**config.mk**
```make
export PLATFORM = sky130hd
export DESIGN_NAME = sdf_fft_64pt_ctrl
export DESIGN_NICKNAME = d
export VERILOG_FILES = /design/src/rtl/sdf_fft_64pt_ctrl.sv
export SDC_FILE = /design/constraint.sdc
export NUM_CORES = 1
export LEC_CHECK = 0
export CAP_MARGIN = 20
export CORE_MARGIN = 4
export CORE_UTILIZATION = 38
export CTS_BUF_LIST = sky130_fd_sc_hd__clkbuf_4 sky130_fd_sc_hd__clkbuf_8 sky130_fd_sc_hd__clkbuf_16
export CTS_CLUSTER_DIAMETER = 50
export CTS_CLUSTER_SIZE = 24
export DETAILED_ROUTE_END_ITERATION = 6
export SLEW_MARGIN = 20
export SYNTH_ARGS = -nofsm -noshare
export SYNTH_HDL_FRONTEND = slang
export SYNTH_SLANG_ARGS = --single-unit
```
**constraint.sdc**
```tcl
create_clock -name clk -period 2.6 [get_ports clk]
set_input_delay 0.26 -clock clk [delete_from_list [all_inputs] [get_ports clk]]
set_output_delay 0.26 -clock clk [all_outputs]
set_load 0.01 [all_outputs]
```
**src/rtl/sdf_fft_64pt_ctrl.sv**
```systemverilog
// Control sequencer for a 64-point radix-2 single-delay-feedback FFT: load, five compute stages, drain.
// Optional SDF_CTRL_BITREV_EN reports the drain bin index bit-reversed (natural-order bin number).
module sdf_fft_64pt_ctrl (
   input  logic       clk,
   input  logic       rst,
   input  logic       in_valid,
   output logic       in_ready,
   output logic       cnt1,
   output logic       cnt2,
   output logic [4:0] mxcv,
   output logic [4:0] mycv,
   output logic       ctrl,
   output logic [4:0] tw_addr,
   output logic [2:0] stage,
   output logic       out_valid,
   output logic       out_last,
   output logic [5:0] out_index,
   output logic       frame_err
);

   typedef enum logic [1:0] {IDLE, LOAD, RUN, DRAIN} state_t;

   state_t     r_state;
   logic [5:0] r_k;
   logic [2:0] r_s;

   state_t     w_nState;
   logic [5:0] w_nK;
   logic [2:0] w_nS;
   logic       w_nErr;

   logic       w_inReady;
   logic       w_cnt1;
   logic       w_cnt2;
   logic [4:0] w_mxcv;
   logic [4:0] w_mycv;
   logic       w_ctrl;
   logic [4:0] w_dMask;
   logic [4:0] w_kMod;
   logic [4:0] w_tw;
   logic [2:0] w_stage;
   logic       w_outValid;
   logic       w_outLast;
   logic [5:0] w_outIndex;

   always_comb begin
      w_nState = r_state;
      w_nK     = r_k;
      w_nS     = r_s;
      w_nErr   = 1'b0;
      case (r_state)
         IDLE: begin
            if (in_valid) begin
               w_nState = LOAD;
               w_nK     = 6'd1;
               w_nS     = 3'd0;
            end
         end
         LOAD: begin
            // A gap in the input stream drops the partial frame.
            if (!in_valid) begin
               w_nState = IDLE;
               w_nK     = 6'd0;
               w_nS     = 3'd0;
               w_nErr   = 1'b1;
            end else if (r_k == 6'd63) begin
               w_nState = RUN;
               w_nK     = 6'd0;
               w_nS     = 3'd1;
            end else begin
               w_nK = r_k + 6'd1;
            end
         end
         RUN: begin
            if (r_k == 6'd63) begin
               w_nK = 6'd0;
               if (r_s == 3'd5) begin
                  w_nState = DRAIN;
                  w_nS     = 3'd0;
               end else begin
                  w_nS = r_s + 3'd1;
               end
            end else begin
               w_nK = r_k + 6'd1;
            end
         end
         DRAIN: begin
            if (r_k == 6'd63) begin
               w_nState = IDLE;
               w_nK     = 6'd0;
               w_nS     = 3'd0;
            end else begin
               w_nK = r_k + 6'd1;
            end
         end
         default: begin
            w_nState = IDLE;
            w_nK     = 6'd0;
            w_nS     = 3'd0;
         end
      endcase
   end

   // Outputs are decoded from the next state so the registered copy lines up with its sample.
   always_comb begin
      w_inReady  = 1'b0;
      w_cnt1     = 1'b0;
      w_cnt2     = 1'b0;
      w_mxcv     = 5'd0;
      w_mycv     = 5'd0;
      w_ctrl     = 1'b1;
      w_tw       = 5'd0;
      w_stage    = 3'd0;
      w_outValid = 1'b0;
      w_outLast  = 1'b0;
      w_outIndex = 6'd0;
      w_dMask    = 5'((6'd32 >> w_nS) - 6'd1);
      w_kMod     = w_nK[4:0] & w_dMask;
      case (w_nState)
         IDLE: begin
            w_inReady = 1'b1;
         end
         LOAD, RUN: begin
            w_inReady = (w_nState == LOAD);
            w_cnt1    = (w_nState == LOAD);
            w_cnt2    = (w_nS == 3'd0);
            for (int j = 0; j < 5; j++) begin
               w_mxcv[j] = (3'(j + 1) > w_nS);
               w_mycv[j] = (3'(j + 1) == w_nS);
            end
            // First half of each 2D group passes through the butterfly.
            w_ctrl  = ~w_nK[3'd5 - w_nS];
            w_tw    = w_ctrl ? 5'd0 : (w_kMod << w_nS);
            w_stage = w_nS;
         end
         DRAIN: begin
            w_stage    = 3'd6;
            w_outValid = 1'b1;
            w_outLast  = (w_nK == 6'd63);
`ifdef SDF_CTRL_BITREV_EN
            for (int b = 0; b < 6; b++) begin
               w_outIndex[b] = w_nK[5 - b];
            end
`else
            w_outIndex = w_nK;
`endif
         end
         default: begin
            w_inReady = 1'b1;
         end
      endcase
   end

   always_ff @(posedge clk) begin
      if (rst) begin
         r_state   <= IDLE;
         r_k       <= 6'd0;
         r_s       <= 3'd0;
         in_ready  <= 1'b1;
         cnt1      <= 1'b0;
         cnt2      <= 1'b0;
         mxcv      <= 5'd0;
         mycv      <= 5'd0;
         ctrl      <= 1'b1;
         tw_addr   <= 5'd0;
         stage     <= 3'd0;
         out_valid <= 1'b0;
         out_last  <= 1'b0;
         out_index <= 6'd0;
         frame_err <= 1'b0;
      end else begin
         r_state   <= w_nState;
         r_k       <= w_nK;
         r_s       <= w_nS;
         in_ready  <= w_inReady;
         cnt1      <= w_cnt1;
         cnt2      <= w_cnt2;
         mxcv      <= w_mxcv;
         mycv      <= w_mycv;
         ctrl      <= w_ctrl;
         tw_addr   <= w_tw;
         stage     <= w_stage;
         out_valid <= w_outValid;
         out_last  <= w_outLast;
         out_index <= w_outIndex;
         frame_err <= w_nErr;
      end
   end

endmodule
```
# Word level (Yosys, flattened, before mapping)
# Cells that the tools add are included.
dict set report totals {
  input_bits 3
  word_cells 79
  ff_bits 42
  out_inout_bits 31
}
dict set report classes {
  n_addsub 4
  n_bitwise 5
  muxes 24
  n_shift 2
  n_lt_le_gt_ge 6
  reduce_logical 9
  n_eq_ne 14
}
# operator n
set ops {}
lappend ops {{$mux 3} 6}
lappend ops {{$mux 6} 3}
lappend ops {{$pmux 6 s3} 1}
lappend ops {{$eq 6x6->1 const B} 2}
lappend ops {{$mux 2} 6}
lappend ops {{$pmux 3 s4} 1}
lappend ops {{$reduce_or 2->1} 5}
lappend ops {{$eq 2x2->1 const B} 4}
lappend ops {{$pmux 2 s4} 1}
lappend ops {{$add 6x1->6 const B} 1}
lappend ops {{$eq 2x3->1 const A} 2}
lappend ops {{$eq 3x3->1 const A} 2}
lappend ops {{$gt 2x3->1 const A} 2}
lappend ops {{$gt 3x3->1 const A} 2}
lappend ops {{$pmux 3 s2} 1}
lappend ops {{$shr 6x3->5 const A} 1}
lappend ops {{$and 5x5->5} 1}
lappend ops {{$shl 5x3->5} 1}
lappend ops {{$sub 5x1->5 const B} 1}
lappend ops {{$eq 2x1->1 const B} 2}
lappend ops {{$logic_not 2->1} 2}
lappend ops {{$lt 3x4->1 const B} 1}
lappend ops {{$not 1->1} 4}
lappend ops {{$add 3x1->3 const B} 1}
lappend ops {{other kinds (9)} 11}

# Longest topological paths before layout
# Gate-level depths: netlist (run 1).
dict set report logic_depth {
  ltp_word 9
  depth_mapped 13
  depth_no_buf 11
}

# Worst setup path after synthesis (run 1)
# OpenSTA, ideal clock, no wires.
dict set report synth_timing {
  kind {register to register}
  from {reg r_k[0]}
  to {reg tw_addr[3]}
  path_buffers 1
  slack_ps -101
  required_ps 2497
  period_less_slack_ps 2701
  setup_ps 103
  arrival_ps 2598
  path_stages_with_launch 13
  cell_sequence {dfxtp_1 -> ha_1 -> buf_2 -> nand2_1 -> nor4_1 -> a211oi_2 -> inv_1 -> ha_1 -> inv_1 -> a221o_1 -> a2bb2oi_1 -> nand3_2 -> a2111oi_2}
}
dict set report synth_between {
  elab_chain_len 9
  word_cells_on_any_way 29
  cone_classes {3 x add/sub; 3 x eq/ne; 2 x shift; 16 x mux; 3 x bitwise; 2 x reduce/logical}
}
# item line
set synth_lines {}
lappend synth_lines {{start: declaration} 24} ;# logic [5:0] r_k;
lappend synth_lines {{start signal: assignment} 173} ;# r_k <= w_nK;
lappend synth_lines {{$eq 6x6->1 (*)} {66, 75, 88}}
lappend synth_lines {{$mux 3} 66} ;# end else if (r_k == 6'd63) begin
lappend synth_lines {{$mux 3} 61} ;# if (!in_valid) begin
lappend synth_lines {{$pmux 3 s4 (*)} 51} ;# case (r_state)
lappend synth_lines {{net w_nS[2]} 29} ;# logic [2:0] w_nS;
lappend synth_lines {{branches (longest 5 deep; another with $sub 5x1->5)} n/a}
lappend synth_lines {{end signal: assignment} 181} ;# tw_addr <= w_tw;
lappend synth_lines {{end: declaration} 13} ;# output logic [4:0] tw_addr,
# Mark *: on every way through the listed nets, which the timed path passes. The select of a mux whose other input is x is not followed.
# A chain may end at the register's enable or synchronous reset.

# Worst setup path in the final report (run 1)
dict set report layout_timing {
  from {in in_valid}
  to {reg tw_addr[3]}
}
dict set report layout_between {
  elab_chain_len 7
  word_cells_on_any_way 22
  cone_classes {2 x add/sub; 2 x eq/ne; 2 x shift; 11 x mux; 3 x bitwise; 2 x reduce/logical}
}
# item line
set layout_lines {}
lappend layout_lines {{start: declaration} 6} ;# input logic in_valid,
lappend layout_lines {{$mux 3 (on tied branches)} {61, 53}}
lappend layout_lines {{$pmux 3 s4 (*)} 51}
lappend layout_lines {{net w_nS[2]} 29}
lappend layout_lines {{branches (longest 5 deep; another with $sub 5x1->5)} n/a}
# Marks and branches as above.

==> results.py, run 1 <==
metrics = {
    "clock_tree": {
        "cts.clk_slew.worst_paths_ns": 0.07,
        "cts_setup_buffers": 0,
        "clock_path_buffers": 2,
        "cts_tree": "yes",
        "root_buffer": "clkbuf_8",
        "insertion_delay_ns": 0.29,
        "cts.sink_count": 42,
        "cts_inserted_buffers": 5,
        "htree_levels": 2,
    },
    "logic_synthesis": {
        "syn_avg_cell_area_um2": 9.29,
        "synth_top_area_share": 0.457,
        "async_flop_share": 0,
        "seq_area_frac_synth": 0.457,
        "synth_seq_cells": 42,
        "netlist_instances": 198,
        "netlist_area_mm2": 0.00184,
        "ys_warn_count": 0,
        "synth-edff-count": 0,
        "synth_cell_types": 51,
        "synthTopCellsByArea": "dfxtp_1, nor2_1, ha_1",
        "synth_area_leader_cell": "dfxtp_1",
        "synth_flop_cell": "dfxtp_1",
        "synthesis.nets": 209,
    },
    "flow_run": {
        "max-cap-violations": 0,
    },
    "timing": {
        "final_hold_viol_count": 0,
        "max-slew-margin-rel": 0.514,
        "period_share": 0.920,
        "setup_violations": 0,
        "fmax_ghz": 0.418,
        "fin_crit_ns": 2.39,
        "finClkSkew_ns": 0.00446,
        "tightest_slew_ns": 0.729,
        "finalMaxSlewViolations": 0,
    },
    "min_path": {
        "hold_path_depth": 2,
        "hold_class": "input port to flop",
    },
    "critical_path": {
        "r2r_slack_ns": 0.26,
        "crit_path_end_kind": "flop",
        "worstPathRequired_ns": 2.79,
        "cp_data_arrival_time_ns": 2.59,
        "worstSetupPathType": "input port to flop",
        "critPathLaunchType": "input port",
        "r2r_cells": 10,
        "cp_max_fo": 4,
    },
    "global_route": {
        "grt_pass1_wl_um": 7140,
        "grt_max_degree": 17,
        "grt_pass1_vias": 1576,
        "antenna_found_initial": 0,
        "gr-total-overflow": 0,
        "grt.total_usage": 0.150,
    },
    "place": {
        "placed_area_mm2": 0.00240,
        "portBuffers": 33,
        "dpl.hpwl_um": 3160,
        "place_congestion": 0.846,
    },
    "route": {
        "drc": 0,
        "dr.pass1.iters": 4,
        "drt-initial-drc-count": 60,
        "drt-vias-per-instance": 5.36,
        "vias": 1644,
        "routed_wl_um": 4330,
        "wl_per_cell_um": 14.1,
        "ant_nets": 0,
    },
    "final_layout": {
        "areaGrowthSynthToFinish_pct": 38.0,
        "drive_above_1_share": 0.217,
        "fin_area_mm2": 0.00254,
        "final_nets": 263,
        "antenna_cells": 0,
        "final_cell_mix": "dfxtp_1, clkdlybuf4s50_1, nor2_1, buf_4, a21oi_1",
        "final_common_cell": "dfxtp_1",
        "num-fill-cells": 451,
    },
    "floorplanning": {
        "core-area_mm2": 0.00469,
        "die_w_um": 77.6,
        "pin_count": 34,
        "start_util": 0.392,
        "rows": 25,
        "dieArea_mm2": 0.00602,
        "dieHeight_um": 77.6,
    },
    "power_and_ir_drop": {
        "total_leakage_power_nw": 1.03,
        "peakVddDrop_mv": 0.396,
        "power_mw": 1.16,
        "cellPowerDensity_mw_per_mm2": 458,
    },
    "outcome": {
        "outcome": "finished clean",
    },
}
-- cell usage after synthesis (all sizes together) (2+ instances only) --
cell type   n
buf         6
nand2b      2
nor2b       2
ha          8
clkbuf      4
nand4       2
and3        4
a22oi       2
a21oi      10
inv        12
and2        4
dfxtp      42
nor4        4
xor2        2
nor2       28
o41ai       2
nor3b       2
nand3       8
a211oi      6
o211ai      3
nand2      11
mux2i       4
o22ai       2
nor3        8
a2111oi     2
-- layout make-up --
cell class	count	area, um^2	area share
clock buffers	7	90.1	0.0355
inverters	12	45.0	0.0177
clock inverters	1	5.00	0.00197
multi-input cells	134	963	0.379
repair buffers	57	523	0.206
flip-flops and latches	42	845	0.333
well taps	54	67.6	0.0266
-- power breakdown --
group          total [mW]  switching [mW]  internal (mW)
Sequential          0.655         0.00364          0.651
Combinational      0.0765          0.0400         0.0365
Clock               0.432           0.207          0.224
-- critical path, stage by stage --
cell	delay (ns)
clkdlybuf4s50_1	0.54
xor2_1	0.20
a21oi_1	0.10
a211oi_2	0.29
inv_1	0.14
ha_4	0.23
inv_1	0.10
a221o_1	0.14
a2bb2oi_2	0.17
nand3_2	0.12
a2111oi_2	0.28
-- per-layer routing --
metal,track usage,share of wire,vias up
li1,-,-,819
met1,0.193,0.49,778
met2,0.239,0.44,38
met3,0.0371,0.040,9
met4,0.0658,0.020,0
met5,0,0,-
-- state kept, by name, indices dropped and copies added, names as in the netlist, 2 cells and up --
signal and count:
r_k 6, tw_addr 5, mxcv 5, r_state 2, out_index 6, r_s 3
mycv 5, stage 3
-- final timing paths --
kind	endpoint	startpoint
worst min register to register	r_k[4]	r_k[4]
worst max-delay path	tw_addr[3]	in_valid
worst min-delay path	r_s[0]	rst
worst max register to register	tw_addr[3]	r_s[0]
-- cells by family after synthesis --
group | Yosys count | share of synthesized area
compound gates | 39 | 0.176
buf+inv | 22 | 0.0497
mux | 4 | 0.0218
simple gates | 80 | 0.227
xor+xnor | 3 | 0.0143
fa+ha+maj | 8 | 0.0544
flops | 42 | 0.457
-- stage by stage --
stage	hold WS, ns	utilization	setup slack (ns)	TNS, ns	cells
after global placement	0.707	0.513	-0.0285	-0.0285	299
after global routing	0.707	0.541	-0.00210	-0.00210	307
after floorplan	0.337	-	0.0205	0	198
after CTS	0.667	0.533	0.140	0	307
final	0.671	0.541	0.207	0	307
after detailed placement	0.702	0.513	-0.0866	-0.143	299
-- repair_timing --
| action | 4_1_cts | 5_1_grt |
|---|---|---|
| endpoints found under the setup margin | 0 | 4 |
| hold buffers | 0 | 0 |
| resized for setup | 0 | 9 |
Note: power is estimated with default switching activity, not from simulation.
==> run 2: changes to the inputs <==
CORE_MARGIN = 3   (was 4)
clock period = 2.78 ns   (was 2.6 ns; I/O delays follow)
==> results.py, run 2 (same netlist as run 1, synthesis figures left out) <==
metrics = {
    "outcome": {
        "outcome": "finished clean",
    },
    "final_layout": {
        "drive_above_1_share": 0.177,
        "areaGrowthSynthToFinish_pct": 33.5,
        "num-fill-cells": 406,
        "final_cell_mix": "dfxtp_1, clkdlybuf4s50_1, nor2_1, buf_4",
        "final_nets": 258,
        "antenna_cells": 0,
        "fin_util": 0.545,
        "reg_top3": "out_index x6, r_k x6",
        "final_common_cell": "dfxtp_1",
    },
    "clock_tree": {
        "insertion_delay_ns": 0.30,
        "cts.sink_count": 42,
        "root_buffer": "clkbuf_8",
        "cts.clk_slew.worst_paths_ns": 0.08,
        "clock_path_buffers": 2,
        "cts_tree": "yes",
        "hold_buffers": 0,
        "htree_levels": 2,
        "cts_inserted_buffers": 5,
    },
    "timing": {
        "hold_slack_ns": 0.645,
        "setup_violations": 0,
        "finalMaxSlewViolations": 0,
        "period_share": 0.891,
        "fin_setup_tns_ns": 0,
        "grt_setup_unrepaired": "false",
        "setup_ws_ns": 0.304,
        "fin_crit_ns": 2.48,
        "final_hold_viol_count": 0,
        "finClkSkew_ns": 0.00601,
        "tightest_slew_ns": 0.793,
        "fmax_ghz": 0.404,
        "max-slew-margin-rel": 0.471,
    },
    "floorplanning": {
        "core-area_mm2": 0.00450,
        "die_w_um": 75.6,
        "start_util": 0.408,
        "pin_count": 34,
        "dieHeight_um": 75.6,
        "dieArea_mm2": 0.00571,
        "rows": 24,
    },
    "route": {
        "drt-vias-per-instance": 5.31,
        "dr.pass1.iters": 4,
        "wl_met3_um": 213,
        "wl_met1_um": 2120,
        "vias": 1593,
        "routed_wl_um": 4310,
        "wl_per_cell_um": 14.4,
        "top_layer_used": "met4",
        "routed-wl-met2_um": 1910,
        "drc": 0,
        "ant_nets": 0,
        "drt-initial-drc-count": 73,
    },
    "critical_path": {
        "crit_family": "compound AO/OA/AOI/OAI gates",
        "critPathLaunchType": "flop",
        "worstPathRequired_ns": 2.98,
        "crit_chain": "ha_1 > nand2_1 > o311ai_1 > nand3_1 > inv_2 > ha_1 > inv_1 > a221o_1 > a2bb2oi_2 > nand3_2 > a2111oi_2",
        "cpMostUsedCell": "ha_1",
        "cp_num_buf_inv": 2,
        "crit_path_end_kind": "flop",
        "cp_data_arrival_time_ns": 2.67,
        "cpPeakStageDelay_ns": 0.41,
        "cp_max_fo": 7,
        "cpMaxStageDelayCell": "dfxtp_1",
        "worstSetupPathType": "flop to flop",
    },
    "place": {
        "dpl.hpwl_um": 3010,
        "portBuffers": 33,
        "place_congestion": 0.839,
        "post-place-ws_ns": 0.0494,
    },
    "power_and_ir_drop": {
        "peakVddDrop_mv": 0.354,
        "cellPowerDensity_mw_per_mm2": 470,
        "total_leakage_power_nw": 1.00,
        "power_mw": 1.15,
    },
    "global_route": {
        "gr-total-overflow": 0,
        "grt.total_usage": 0.166,
        "grt_pass1_vias": 1510,
        "antenna_found_initial": 0,
        "grt_max_degree": 17,
        "grt_pass1_wl_um": 7160,
    },
    "flow_run": {
        "max-cap-violations": 0,
    },
    "min_path": {
        "hold_class": "input port to flop",
    },
}
-- run 2: cell count changes in the layout (fill, tap and decap cells not counted), sizes merged --
cell | before | now
buf | 24 | 19
clkbuf | 7 | 5
bufinv | 0 | 1
clkinv | 1 | 2
-- run 2: worst register-to-register path: stages (launching register included) --
cell and delay [ns]:
dfxtp_1 0.41, ha_1 0.19, nand2_1 0.17, o311ai_1 0.30, nand3_1 0.16, inv_2 0.13, ha_1 0.25, inv_1 0.08
a221o_1 0.12, a2bb2oi_2 0.17, nand3_2 0.13, a2111oi_2 0.27
-- run 2: layout make-up --
| cell class | count | area [um^2] | area share |
|---|---|---|---|
| clock buffer | 5 | 68.8 | 0.0280 |
| clock inverter | 3 | 40.0 | 0.0163 |
| inverter | 12 | 45.0 | 0.0183 |
| multi-input combinational | 134 | 922 | 0.375 |
| sequential | 42 | 842 | 0.343 |
| tap | 52 | 65.1 | 0.0265 |
| timing repair buffer | 52 | 473 | 0.193 |
-- run 2: layer usage --
| metal | up-vias | track usage |
|---|---|---|
| met5 | - | 0 |
| met4 | 0 | 0.0524 |
| met3 | 8 | 0.0435 |
| met2 | 44 | 0.258 |
| met1 | 739 | 0.225 |
| li1 | 802 | - |
-- run 2: path summary, 6_finish.rpt --
check,start,end,slack (ns),cells after the start
setup / recovery,r_k[1],tw_addr[3],0.30,11
hold / removal,in_valid,frame_err,0.64,2
setup reg to reg,r_k[1],tw_addr[3],0.30,11
hold reg to reg,r_state[1],frame_err,0.67,1
-- run 2: where the power goes --
part           leakage (nW)  internal [mW]  switching [mW]  total, mW
sequential            0.341          0.609         0.00421      0.613
clock                0.0579          0.264           0.214      0.478
combinational         0.606         0.0280          0.0345     0.0625
-- run 2: repair_timing --
item	CTS	global route
hold endpoints to repair	0	0
resized for setup	0	4
setup buffers	0	0
endpoints found under the setup margin	0	3
-- run 2: per-stage QoR --
| stage | area [um^2] | instances |
|---|---|---|
| after floorplan | 1840 | 198 |
| after detailed placement | 2330 | 292 |
| after CTS | 2440 | 300 |
| final | 2460 | 300 |
| after global placement | 2330 | 292 |
| after global routing | 2460 | 300 |
